`src/rtl/instr_sequencer_if.sv`:
```
`default_nettype none
// ============================================================================
// Module   : instr_sequencer_if
// Brief    : Handshake bundle between the instruction sequencer and the
//            fetch / execute FSMs of the 16-bit shared-bus CPU.
// Revision : 1.0 - initial release
// ============================================================================
interface instr_sequencer_if #(
    parameter int CNT_W = 16
) ();
    logic             run;
    logic             fetch_done;
    logic [3:0]       opcode;
    logic             move_done;
    logic             movi_done;
    logic             alu_done;
    logic             alui_done;

    logic             start_fetch;
    logic             start_move;
    logic             start_movi;
    logic             start_alu;
    logic             start_alui;
    logic             busy;
    logic             halted;
    logic             fault;
    logic [1:0]       fault_code;
    logic [CNT_W-1:0] instr_count;

    // Sequencer side
    modport master (
        input  run, fetch_done, opcode,
        input  move_done, movi_done, alu_done, alui_done,
        output start_fetch, start_move, start_movi, start_alu, start_alui,
        output busy, halted, fault, fault_code, instr_count
    );

    // Fetch / execute FSM side
    modport slave (
        output run, fetch_done, opcode,
        output move_done, movi_done, alu_done, alui_done,
        input  start_fetch, start_move, start_movi, start_alu, start_alui,
        input  busy, halted, fault, fault_code, instr_count
    );
endinterface
`default_nettype wire

```
`src/rtl/instr_sequencer.sv`:
```
`default_nettype none
// ============================================================================
// Module   : instr_sequencer
// Brief    : Central fetch/decode/execute sequencer with halt, illegal-opcode
//            trap, per-phase watchdog and retired-instruction counter.
// Revision : 1.0 - initial release
// ============================================================================
module instr_sequencer #(
    parameter int TIMEOUT = 64,
    parameter int CNT_W   = 16
) (
    input  wire logic          clk,
    input  wire logic          reset,
    instr_sequencer_if.master  bus
);

    localparam int TMR_W = (TIMEOUT > 2) ? $clog2(TIMEOUT) : 1;
    localparam logic [TMR_W-1:0] c_TMR_LAST = TMR_W'(TIMEOUT - 1);

    localparam logic [2:0] c_IDLE   = 3'd0;
    localparam logic [2:0] c_FETCH  = 3'd1;
    localparam logic [2:0] c_DECODE = 3'd2;
    localparam logic [2:0] c_EXEC   = 3'd3;
    localparam logic [2:0] c_HALT   = 3'd4;
    localparam logic [2:0] c_FAULT  = 3'd5;

    // One-hot execute unit, bit order {alui, alu, movi, move}
    localparam logic [3:0] c_U_NONE = 4'b0000;
    localparam logic [3:0] c_U_MOVE = 4'b0001;
    localparam logic [3:0] c_U_MOVI = 4'b0010;
    localparam logic [3:0] c_U_ALU  = 4'b0100;
    localparam logic [3:0] c_U_ALUI = 4'b1000;

    localparam logic [1:0] c_FC_NONE  = 2'b00;
    localparam logic [1:0] c_FC_WDOG  = 2'b01;
    localparam logic [1:0] c_FC_ILLEG = 2'b10;
    localparam logic [1:0] c_FC_WRONG = 2'b11;

    logic [2:0]       state_q, state_d;
    logic [3:0]       unit_q, unit_d;
    logic [TMR_W-1:0] timer_q, timer_d;
    logic [1:0]       code_q, code_d;
    logic [CNT_W-1:0] count_q, count_d;

    logic             start_fetch_q, start_fetch_d;
    logic [3:0]       start_exec_q, start_exec_d;
    logic             busy_q, busy_d;
    logic             halted_q, halted_d;
    logic             fault_q, fault_d;

    logic [3:0]       w_dones;
    logic             w_match;
    logic             w_other;
    logic             w_expire;

    assign w_dones  = {bus.alui_done, bus.alu_done, bus.movi_done, bus.move_done};
    assign w_match  = |(w_dones & unit_q);
    assign w_other  = |(w_dones & ~unit_q);
    assign w_expire = (timer_q == c_TMR_LAST);

    always_comb begin
        state_d = state_q;
        unit_d  = unit_q;
        code_d  = code_q;
        count_d = count_q;

        case (state_q)
            c_IDLE: begin
                if (bus.run) begin
                    state_d = c_FETCH;
                end
            end

            c_FETCH: begin
                // A done on the expiry cycle still counts as in time
                if (bus.fetch_done) begin
                    state_d = c_DECODE;
                end else if (w_expire) begin
                    state_d = c_FAULT;
                    code_d  = c_FC_WDOG;
                end
            end

            c_DECODE: begin
                if (bus.opcode == 4'h0) begin
                    state_d = c_EXEC;
                    unit_d  = c_U_MOVE;
                end else if (bus.opcode == 4'h1) begin
                    state_d = c_EXEC;
                    unit_d  = c_U_MOVI;
                end else if (bus.opcode <= 4'h7) begin
                    state_d = c_EXEC;
                    unit_d  = c_U_ALU;
                end else if (bus.opcode <= 4'hD) begin
                    state_d = c_EXEC;
                    unit_d  = c_U_ALUI;
                end else if (bus.opcode == 4'hE) begin
                    state_d = c_FAULT;
                    code_d  = c_FC_ILLEG;
                end else begin
                    state_d = c_HALT;
                    count_d = count_q + 1'b1;
                end
            end

            c_EXEC: begin
                if (w_match) begin
                    count_d = count_q + 1'b1;
                    unit_d  = c_U_NONE;
                    state_d = bus.run ? c_FETCH : c_IDLE;
                end else if (w_other) begin
                    state_d = c_FAULT;
                    code_d  = c_FC_WRONG;
                end else if (w_expire) begin
                    state_d = c_FAULT;
                    code_d  = c_FC_WDOG;
                end
            end

            c_HALT:  state_d = c_HALT;
            c_FAULT: state_d = c_FAULT;
            default: state_d = c_IDLE;
        endcase
    end

    // Timer restarts on every state change so each FETCH/EXEC entry gets a full budget
    always_comb begin
        timer_d = '0;
        if ((state_d == state_q) && ((state_q == c_FETCH) || (state_q == c_EXEC))) begin
            timer_d = timer_q + 1'b1;
        end
    end

    always_comb begin
        start_fetch_d = (state_d == c_FETCH) && (state_q != c_FETCH);
        start_exec_d  = ((state_d == c_EXEC) && (state_q != c_EXEC)) ? unit_d : c_U_NONE;
        busy_d        = (state_d == c_FETCH) || (state_d == c_DECODE) || (state_d == c_EXEC);
        halted_d      = (state_d == c_HALT);
        fault_d       = (state_d == c_FAULT);
    end

    always_ff @(posedge clk) begin
        if (reset) begin
            state_q       <= c_IDLE;
            unit_q        <= c_U_NONE;
            timer_q       <= '0;
            code_q        <= c_FC_NONE;
            count_q       <= '0;
            start_fetch_q <= 1'b0;
            start_exec_q  <= c_U_NONE;
            busy_q        <= 1'b0;
            halted_q      <= 1'b0;
            fault_q       <= 1'b0;
        end else begin
            state_q       <= state_d;
            unit_q        <= unit_d;
            timer_q       <= timer_d;
            code_q        <= code_d;
            count_q       <= count_d;
            start_fetch_q <= start_fetch_d;
            start_exec_q  <= start_exec_d;
            busy_q        <= busy_d;
            halted_q      <= halted_d;
            fault_q       <= fault_d;
        end
    end

    assign bus.start_fetch = start_fetch_q;
    assign bus.start_move  = start_exec_q[0];
    assign bus.start_movi  = start_exec_q[1];
    assign bus.start_alu   = start_exec_q[2];
    assign bus.start_alui  = start_exec_q[3];
    assign bus.busy        = busy_q;
    assign bus.halted      = halted_q;
    assign bus.fault       = fault_q;
    assign bus.fault_code  = code_q;
    assign bus.instr_count = count_q;

endmodule
`default_nettype wire

```
`src/flat_wrapper.sv`:
```
// flat-port wrapper written by rule: the top's interface ports become plain ports
module instr_sequencer_flat 
#(
    parameter int TIMEOUT = 64,
    parameter int CNT_W   = 16
)
  (clk, reset, bus_run, bus_fetch_done, bus_opcode, bus_move_done, bus_movi_done, bus_alu_done, bus_alui_done, bus_start_fetch, bus_start_move, bus_start_movi, bus_start_alu, bus_start_alui, bus_busy, bus_halted, bus_fault, bus_fault_code, bus_instr_count);
  instr_sequencer_if #(.CNT_W(CNT_W)) bus_i ();
  input  wire logic clk;
  input  wire logic reset;
  input wire logic [$bits(bus_i.run)-1:0] bus_run;
  input wire logic [$bits(bus_i.fetch_done)-1:0] bus_fetch_done;
  input wire logic [$bits(bus_i.opcode)-1:0] bus_opcode;
  input wire logic [$bits(bus_i.move_done)-1:0] bus_move_done;
  input wire logic [$bits(bus_i.movi_done)-1:0] bus_movi_done;
  input wire logic [$bits(bus_i.alu_done)-1:0] bus_alu_done;
  input wire logic [$bits(bus_i.alui_done)-1:0] bus_alui_done;
  output wire logic [$bits(bus_i.start_fetch)-1:0] bus_start_fetch;
  output wire logic [$bits(bus_i.start_move)-1:0] bus_start_move;
  output wire logic [$bits(bus_i.start_movi)-1:0] bus_start_movi;
  output wire logic [$bits(bus_i.start_alu)-1:0] bus_start_alu;
  output wire logic [$bits(bus_i.start_alui)-1:0] bus_start_alui;
  output wire logic [$bits(bus_i.busy)-1:0] bus_busy;
  output wire logic [$bits(bus_i.halted)-1:0] bus_halted;
  output wire logic [$bits(bus_i.fault)-1:0] bus_fault;
  output wire logic [$bits(bus_i.fault_code)-1:0] bus_fault_code;
  output wire logic [$bits(bus_i.instr_count)-1:0] bus_instr_count;
  assign bus_i.run = bus_run;
  assign bus_i.fetch_done = bus_fetch_done;
  assign bus_i.opcode = bus_opcode;
  assign bus_i.move_done = bus_move_done;
  assign bus_i.movi_done = bus_movi_done;
  assign bus_i.alu_done = bus_alu_done;
  assign bus_i.alui_done = bus_alui_done;
  assign bus_start_fetch = bus_i.start_fetch;
  assign bus_start_move = bus_i.start_move;
  assign bus_start_movi = bus_i.start_movi;
  assign bus_start_alu = bus_i.start_alu;
  assign bus_start_alui = bus_i.start_alui;
  assign bus_busy = bus_i.busy;
  assign bus_halted = bus_i.halted;
  assign bus_fault = bus_i.fault;
  assign bus_fault_code = bus_i.fault_code;
  assign bus_instr_count = bus_i.instr_count;
  instr_sequencer #(.TIMEOUT(TIMEOUT), .CNT_W(CNT_W)) u_core (.clk(clk), .reset(reset), .bus(bus_i));
endmodule
```
`config.mk`:
```
export PLATFORM = sky130hd
export DESIGN_NAME = instr_sequencer_flat
export DESIGN_NICKNAME = d
export VERILOG_FILES = /design/src/rtl/instr_sequencer_if.sv /design/src/rtl/instr_sequencer.sv /design/src/flat_wrapper.sv
export SDC_FILE = /design/constraint.sdc
export NUM_CORES = 1
export LEC_CHECK = 0
export BUFFER_PORTS_ARGS = -buffer_cell sky130_fd_sc_hd__buf_4
export CAP_MARGIN = 10
export CORE_ASPECT_RATIO = 1.4
export CORE_UTILIZATION = 49
export DETAILED_ROUTE_END_ITERATION = 8
export GPL_TIMING_DRIVEN = 0
export PLACE_DENSITY_LB_ADDON = 0.12
export SKIP_CTS_REPAIR_TIMING = 1
export SYNTH_ARGS = -nofsm -noshare
export SYNTH_HDL_FRONTEND = slang
export SYNTH_SLANG_ARGS = --single-unit
```
`constraint.sdc`:
```
create_clock -name clk -period 1.6 [get_ports clk]
set_input_delay 0.32 -clock clk [delete_from_list [all_inputs] [get_ports clk]]
set_output_delay 0.32 -clock clk [all_outputs]
set_load 0.005 [all_outputs]
```
==> results.yml, run 1 <==
cts:
  cts_made_buffers: 5
  htree_levels: 2
  insertion_delay_ns: 0.30
  clockBufferDepth: 2
  path_clk_slew_ns: 0.07
  cts_tree: "yes"
  cts.sinks: 39
  cts-root-buf: "clkbuf_8"
detailed_routing:
  vias_per_cell: 5.80
  drt-initial-drc-count: 65
  drt.antenna.violating_nets: 0
  vias: 1948
  dr.pass1.iters: 4
  wl_per_cell_um: 16.3
  drc: 0
  drt_wl_total_um: 5480
cells_and_area:
  syn2layout_area_growth_pct: 46.0
  final_common_cell: "buf_4"
  nNetsFinal: 306
  layout-drive-gt1-share: 0.471
  layout.cells.non_filler: 336
  final_cell_mix: "70 x buf_4, 28 x nor2_1, 26 x dfxtp_1, 11 x xor2_1, 9 x dfxtp_2"
  multi_input_area_um2: 1310
  regArea_um2: 807
  final_area_um2: 2900
  fillers: 292
  n_antenna_cell: 0
yosys:
  synth_top_cell_by_area: "dfxtp_1"
  netlist-cell-type-count: 53
  syn_area_um2: 1990
  yosys.area.top_type_share: 0.393
  ys_warn_count: 0
  synth_edf_count: 0
  syn_area_per_cell_um2: 9.28
  ys_ff_latch: 39
  syn_nets: 228
  syn_inst: 214
  yosysSeqAreaShare: 0.393
  synthArstFlopShare: 0
  synthTopCellsByArea: "dfxtp_1 39%, nor2_1 5.3%, xor2_1 4.8%"
  synth-main-ff-cell: "dfxtp_1"
critical_path:
  cp-end-kind: "flop"
  worst_path_most_repeated_cell: "buf_4"
  crit_required_ns: 1.77
  worstPathArrival_ns: 1.98
  cpMaxStageDelayCell: "a2111oi_4"
  path_class: "reg2reg"
  crit_chain: "a22oi_2, buf_4, a2111oi_4, buf_4, o2111ai_4, xor2_1, nor2_1"
  startpoint_type: "flop"
  worst-path-max-fanout: 5
  cpPeakStageDelay_ns: 0.44
flow_run:
  drv_cap: 0
die:
  core_area_um2: 3920
  rows: 27
  initial_utilization: 0.507
  die_h_um: 77.3
  io_pins: 38
  die_w_um: 55.8
  die_area_um2: 4320
power:
  max-vdd-ir-drop_mv: 0.642
  powerDensity_nw_per_um2: 732
  totalPowerFinal_mw: 2.12
  leakagePower_nw: 1.17
placement:
  dp_hpwl_um: 3360
  place_inst: 294
  pre_cts_ws_ns: -0.400
  gp_congestion: 0.842
  placed_cell_area_um2: 2330
  port_buffers: 37
global_route:
  globalRouteOverflowTotal: 0
  grt_pass1_vias: 1688
  grt_pass1_wl_um: 7450
  antenna_found_initial: 0
  grtUsageTotal: 0.218
  grt_max_degree: 12
sta:
  rsz0062_at_grt: "yes"
  clock_skew_ns: 0.00409
  hold_slack_ns: 0.334
  clock.fmax_mhz: 552
  finalMaxSlewViolations: 0
  worst_slack_ns: -0.213
  slew-limit-headroom: 0.647
  max_slew.worst_pin.slew_ns: 0.529
  min_period_over_period: 1.13
  period_needed_ns: 1.81
  finalHoldViolCount: 0
  setup_viol: 27
run_status:
  violations: "setup timing"
  status: "finished with violations"
min_path:
  hp-class: "in2reg"
path summary, 6_finish.rpt:
path                                                 from                                 endpoint  slack (ns)  cells past startpoint
setup / recovery              u_core.unit_q[0]$_SDFF_PP0_   u_core.bus.instr_count[5]$_SDFFE_PP0P_       -0.21                      7
hold / removal                              bus_opcode[0]              u_core.unit_q[1]$_SDFF_PP0_        0.33                      3
setup reg to reg              u_core.unit_q[0]$_SDFF_PP0_   u_core.bus.instr_count[5]$_SDFFE_PP0P_       -0.21                      7
hold reg to reg   u_core.bus.instr_count[13]$_SDFFE_PP0P_  u_core.bus.instr_count[13]$_SDFFE_PP0P_        0.52                      2
synthesized netlist by cell type, drive strengths merged (2+ instances only):
cell type and instances:
or4 3, nand3 7, ha 2, nand4 3
buf 5, o211ai 4, nand2b 3, o31ai 3
nor2 29, a2111oi 3, nor4 9, clkbuf 3
nand2 8, a31oi 6, a21oi 11, o21ai 9
and4b 2, inv 9, a22oi 2, dfxtp 39
nor3 5, xor2 11, nor2b 5, a32oi 2
and3 4, xnor2 4, or3 2, o221ai 2
nor4b 4
metal layers:
metal / share of wire / wire length, um / track usage / vias to the layer above
li1: - / - / - / 951
met1: 0.39 / 2160 / 0.238 / 941
met2: 0.55 / 3010 / 0.398 / 43
met3: 0.028 / 152 / 0.0417 / 13
met4: 0.027 / 150 / 0.107 / 0
met5: 0 / 0 / 0 / -
where the power goes:
group	internal (mW)	switching (mW)
Combinational	0.164	0.214
Clock	0.394	0.347
Sequential	0.988	0.0176
area by class of cell:
| cell class | instances | area share |
|---|---|---|
| Multi-Input combinational cell | 158 | 0.450 |
| Timing Repair Buffer | 72 | 0.190 |
| Sequential cell | 39 | 0.278 |
| Inverter | 9 | 0.0116 |
| Buffer | 7 | 0.0168 |
| Tap cell | 43 | 0.0185 |
| Clock buffer | 8 | 0.0345 |
per-stage QoR:
stage / setup TNS [ns] / util
3_3_place_gp: -6.54 / 0.595
4_1_cts: -5.16 / 0.621
6_report: -2.89 / 0.740
3_5_place_dp: -6.89 / 0.595
5_1_grt: -5.52 / 0.740
2_1_floorplan: -0.158 / -
registers in the layout, indices dropped and copies added (netlist names):
register,count
u_core.bus.fault_code,2
u_core.start_exec_q,4
u_core.timer_q,6
u_core.bus.halted,1
u_core.bus.instr_count,16
u_core.unit_q,4
u_core.bus.busy,1
u_core.bus.fault,1
u_core.state_q,3
u_core.bus.start_fetch,1
logic make-up (layout without fill, tap and decap cells):
group | count (synthesis) | after routing | synth area share
buffers and inverters | 17 | 96 | 0.0416
multiplexers | 1 | 1 | 0.00504
XOR/XNOR | 15 | 15 | 0.0661
AND/OR/NAND/NOR | 89 | 89 | 0.277
adder cells (fa/ha/maj) | 2 | 2 | 0.0126
flip-flops | 39 | 39 | 0.393
AO/OA/AOI/OAI | 51 | 51 | 0.205
worst max-delay path: cells and delay by family (launching register included):
kind / cells / cell delay [ns]
flops: 1 / 0.36
xor+xnor: 1 / 0.19
buf+inv: 2 / 0.40
simple gates: 1 / 0.05
compound gates: 3 / 0.69
Note: power is estimated with default switching activity, not from simulation.
==> run 2: changes to the inputs <==
- CORE_ASPECT_RATIO: 1.4 -> 1.75
==> run 2 against run 1 <==
The run still ends with setup timing left. Global-route usage rose by 0.30 points. Sequential power barely moved. Utilization fell by 0.87 points. Combinational power fell by 9.0%. Setup slack improved by 0.015 ns. Clock power fell by 9.0%. Die area rose by 0.15%. Routed wire length fell by 5.8%. Critical path depth fell by 1. Largest cell class unchanged.
==> results.yml, run 2 (synthesized netlist as in run 1, its figures left out) <==
sta:
  clock.fmax_mhz: 556
  period_needed_ns: 1.80
  worst_slack_ns: -0.198
  finalMaxSlewViolations: 0
  max_slew.worst_pin.slew_ns: 0.537
  setup_viol: 25
  finalHoldViolCount: 0
  min_period_over_period: 1.12
  slew-limit-headroom: 0.642
  rsz0062_at_grt: "yes"
  clock_skew_ns: 0.00716
placement:
  pre_cts_ws_ns: -0.434
  gp_congestion: 0.871
  dp_hpwl_um: 3350
  port_buffers: 37
  placed_cell_area_um2: 2340
  place_inst: 299
run_status:
  status: "finished with violations"
  violations: "setup timing"
power:
  p_seq_frac: 0.496
  totalPowerFinal_mw: 2.02
  pwr-share-clk: 0.333
  max-vdd-ir-drop_mv: 0.762
  intPower_mw: 1.43
  powerDensity_nw_per_um2: 715
  switchingPower_uw: 588
  p_sw_frac: 0.291
  combPwrFrac: 0.170
  leakagePower_nw: 1.12
critical_path:
  cpMaxStageDelayCell: "or4_4"
  path_buf_inv: 2
  crit_family: "simple AND/OR/NAND/NOR gates"
  path_class: "reg2reg"
  startpoint_type: "flop"
  worst-path-max-fanout: 5
  cp-end-kind: "flop"
  cpPeakStageDelay_ns: 0.57
  crit_required_ns: 1.84
  crit_chain: "inv_2, nor4_4, buf_4, nand4_4, or4_4, a21oi_2"
  worstPathArrival_ns: 2.04
cts:
  cts-root-buf: "clkbuf_8"
  htree_levels: 2
  cts_made_buffers: 5
  clockBufferDepth: 2
  cts.sinks: 39
  insertion_delay_ns: 0.30
  path_clk_slew_ns: 0.08
  cts_tree: "yes"
cells_and_area:
  utilization: 0.732
  final_common_cell: "buf_4"
  final_cell_mix: "67 x buf_4, 28 x nor2_1, 27 x dfxtp_1, 11 x xor2_1"
  layout-drive-gt1-share: 0.472
  largest_register_ffs: 16
  final_area_um2: 2830
  syn2layout_area_growth_pct: 42.4
  layout.cells.non_filler: 336
  nNetsFinal: 301
  n_antenna_cell: 0
detailed_routing:
  drt-initial-drc-count: 48
  vias: 1913
  dr.pass1.iters: 4
  drt_wl_total_um: 5160
  drc: 0
  wl_per_cell_um: 15.4
  vias_per_cell: 5.69
  drt.antenna.violating_nets: 0
die:
  die_area_um2: 4320
  die_h_um: 86.2
  die_w_um: 50.1
  initial_utilization: 0.514
  rows: 30
  io_pins: 38
  core_area_um2: 3870
global_route:
  globalRouteOverflowTotal: 0
  antenna_found_initial: 0
  grt_pass1_vias: 1592
  grt_pass1_wl_um: 7270
  grt_max_degree: 14
  grtUsageTotal: 0.221
flow_run:
  drv_cap: 0
min_path:
  hp-class: "in2reg"
-- run 2: routing by layer --
metal  track usage  wire, um  up-vias
li1              -         -      940
met2         0.412      2870       52
met5             0         0        -
met3        0.0368       173       14
met4         0.106       155        0
met1         0.231      1960      907
-- run 2: path summary, 6_finish.rpt --
check / to / start / slack, ns / cells past startpoint
min reg2reg: u_core.bus.fault_code[0]$_SDFFE_PP0P_ / u_core.bus.fault_code[0]$_SDFFE_PP0P_ / 0.50 / 2
max: u_core.bus.instr_count[13]$_SDFFE_PP0P_ / u_core.bus.instr_count[6]$_SDFFE_PP0P_ / -0.20 / 6
max reg2reg: u_core.bus.instr_count[13]$_SDFFE_PP0P_ / u_core.bus.instr_count[6]$_SDFFE_PP0P_ / -0.20 / 6
min: u_core.start_exec_q[1]$_SDFF_PP0_ / bus_opcode[0] / 0.34 / 3
-- run 2: area by class of cell --
type                            instances  area (um2)
Clock inverter                          3        20.0
Tap cell                               48        60.1
Inverter                                9        33.8
Timing Repair Buffer                   68         518
Sequential cell                        39         808
Clock buffer                            5        68.8
Buffer                                  6        31.3
Multi-Input combinational cell        158        1290
Fill cell                             291        1040
-- run 2: power groups by stage --
stage | Clock, mW | Combinational [mW] | Sequential, mW
floorplan | 0 | 0.175 | 1.03
global placement | 0 | 0.269 | 1.03
detailed placement | 0 | 0.271 | 1.03
CTS | 0.685 | 0.272 | 1.01
global route | 0.729 | 0.368 | 1.01
finish | 0.674 | 0.344 | 1.00
-- run 2: metrics by stage --
step	hold WS [ns]	setup TNS, ns
after floorplan	0.481	-0.158
after global placement	0.484	-7.14
after detailed placement	0.487	-7.79
after CTS	0.307	-5.40
after global routing	0.342	-4.64
final	0.336	-2.14
-- run 2: worst reg2reg max path, cell delays in order, from the launching register on --
cell and delay, ns:
dfxtp_1 0.38, inv_2 0.08, nor4_4 0.26, buf_4 0.18, nand4_4 0.14, or4_4 0.57
a21oi_2 0.13
==> run 3: changes to the inputs <==
==> constraint.sdc (replaced) <==
create_clock -name clk -period 1.6 [get_ports clk]
set_input_delay 0.32 -clock clk [delete_from_list [all_inputs] [get_ports clk]]
set_output_delay 0.32 -clock clk [all_outputs]
set_load 0.01 [all_outputs]
==> run 3 against run 2 <==
The flow still finishes with violations (setup timing). Maximum frequency is 1.3% lower. Highest routed layer unchanged. Setup slack worse by 0.024 ns. Clock power is 3.9% higher. Power is 11% higher. Critical path depth is 4 higher. Die area stayed put. Non-clock buffer count is 12 higher. Clock skew is 0.0010 ns higher. Via count is 9.4% higher. Cell area is 13% higher. Routed wire length is 37% higher. Sequential share of layout area is 2.9 points lower.
==> results.yml, run 3 (synthesized netlist as in run 1, its figures left out) <==
detailed_routing:
  vias: 2092
  drt.antenna.violating_nets: 0
  drt_wl_total_um: 7050
  wl_per_cell_um: 20.2
  dr.pass1.iters: 4
  drc: 0
  vias_per_cell: 6.01
  drt-initial-drc-count: 69
cells_and_area:
  final_common_cell: "buf_4"
  final_cell_mix: "63 x buf_4, 25 x nor2_1, 23 x dfxtp_1, 17 x buf_6, 11 x xor2_1"
  utilization: 0.828
  n_antenna_cell: 0
  largest_register_ffs: 16
  multi_input_area_um2: 1470
  layout.cells.non_filler: 348
  layout-drive-gt1-share: 0.557
  nNetsFinal: 313
  fillers: 230
  regArea_um2: 821
  syn2layout_area_growth_pct: 61.1
critical_path:
  crit_chain: "buf_6, buf_6, buf_6, buf_6, clkinvlp_4, buf_6, a2bb2oi_4, o221ai_4, or2_4, nor4_2"
  crit_required_ns: 1.81
  cpPeakStageDelay_ns: 0.32
  worst-r2r-cell-count: 10
  path_buf_inv: 6
  cp.depth: 10
  worstPathArrival_ns: 2.03
  path_class: "reg2reg"
  worst-path-max-fanout: 5
  startpoint_type: "flop"
  crit_family: "buffers and inverters"
  cpMaxStageDelayCell: "dfxtp_2"
  cp-end-kind: "flop"
  worst_path_most_repeated_cell: "buf_6"
cts:
  cts_tree: "yes"
  cts-root-buf: "clkbuf_8"
  path_clk_slew_ns: 0.08
  cts.sinks: 39
  cts_made_buffers: 5
  clockBufferDepth: 2
  insertion_delay_ns: 0.29
  htree_levels: 2
global_route:
  grtUsageTotal: 0.232
  globalRouteOverflowTotal: 0
  grt_max_degree: 13
  antenna_found_initial: 0
  grt_pass1_wl_um: 7700
  grt_pass1_vias: 1722
run_status:
  status: "finished with violations"
  violations: "setup timing"
sta:
  setup_viol: 35
  clock_skew_ns: 0.00821
  rsz0062_at_grt: "yes"
  min_period_over_period: 1.14
  clock.fmax_mhz: 549
  slew-limit-headroom: 0.591
  finalMaxSlewViolations: 0
  period_needed_ns: 1.82
  max_slew.worst_pin.slew_ns: 0.614
  finalHoldViolCount: 0
  worst_slack_ns: -0.222
die:
  io_pins: 38
  die_w_um: 50.1
  core_area_um2: 3870
  die_h_um: 86.2
  die_area_um2: 4320
  initial_utilization: 0.514
  rows: 30
placement:
  place_inst: 299
  dp_hpwl_um: 3600
  port_buffers: 37
  gp_congestion: 0.932
  pre_cts_ws_ns: -0.373
power:
  powerDensity_nw_per_um2: 703
  leakagePower_nw: 1.24
  max-vdd-ir-drop_mv: 0.541
min_path:
  hold_path_depth: 3
  hp-class: "in2reg"
flow_run:
  drv_cap: 0
## run 3: cell count changes in the layout (fill, tap and decap cells not counted), moves of 3 or more
cell and delta:
nor2_2 +4, buf_6 +15, a31oi_1 -3, buf_4 -4, nor2_1 -3, dfxtp_1 -4, dfxtp_4 +3
## run 3: worst paths after layout
check                                                  to  slack, ns                               startpoint
setup reg to reg             u_core.timer_q[5]$_SDFF_PP0_      -0.22             u_core.state_q[2]$_SDFF_PP0_
setup / recovery             u_core.timer_q[5]$_SDFF_PP0_      -0.22             u_core.state_q[2]$_SDFF_PP0_
hold reg to reg   u_core.bus.instr_count[13]$_SDFFE_PP0P_       0.50  u_core.bus.instr_count[13]$_SDFFE_PP0P_
hold / removal               u_core.timer_q[3]$_SDFF_PP0_       0.37                                    reset
## run 3: report_power, final
part / internal (mW) / switching [mW] / total, mW
clock network: 0.348 / 0.352 / 0.700
logic: 0.242 / 0.301 / 0.543
registers: 0.984 / 0.0218 / 1.01
## run 3: worst min-delay path: stages
cell	delay (ns)
buf_4	0.12
nor2_1	0.05
nor4b_4	0.12
## run 3: metrics by stage
step	area (um2)	power, mW	hold WS, ns	setup TNS [ns]
2_1_floorplan	2030	1.20	0.482	-0.189
3_3_place_gp	2370	1.30	0.482	-6.79
3_5_place_dp	2370	1.30	0.489	-7.23
4_1_cts	2460	1.97	0.324	-5.50
5_1_grt	3200	2.31	0.368	-6.46
6_report	3200	2.25	0.365	-4.35
## run 3: final cells by class
type	instances	area share
clock inverter	1	0.00156
sequential	39	0.256
inverter	9	0.0117
buffer	7	0.0176
tap	48	0.0188
multi-input combinational	158	0.458
clock buffer	7	0.0270
timing repair buffer	79	0.209
## run 3: per-layer routing
metal | up-vias | track usage | wire length [um]
li1 | 958 | - | -
met1 | 996 | 0.245 | 2430
met2 | 101 | 0.415 | 3850
met3 | 37 | 0.0386 | 349
met4 | 0 | 0.140 | 420
met5 | - | 0 | 0
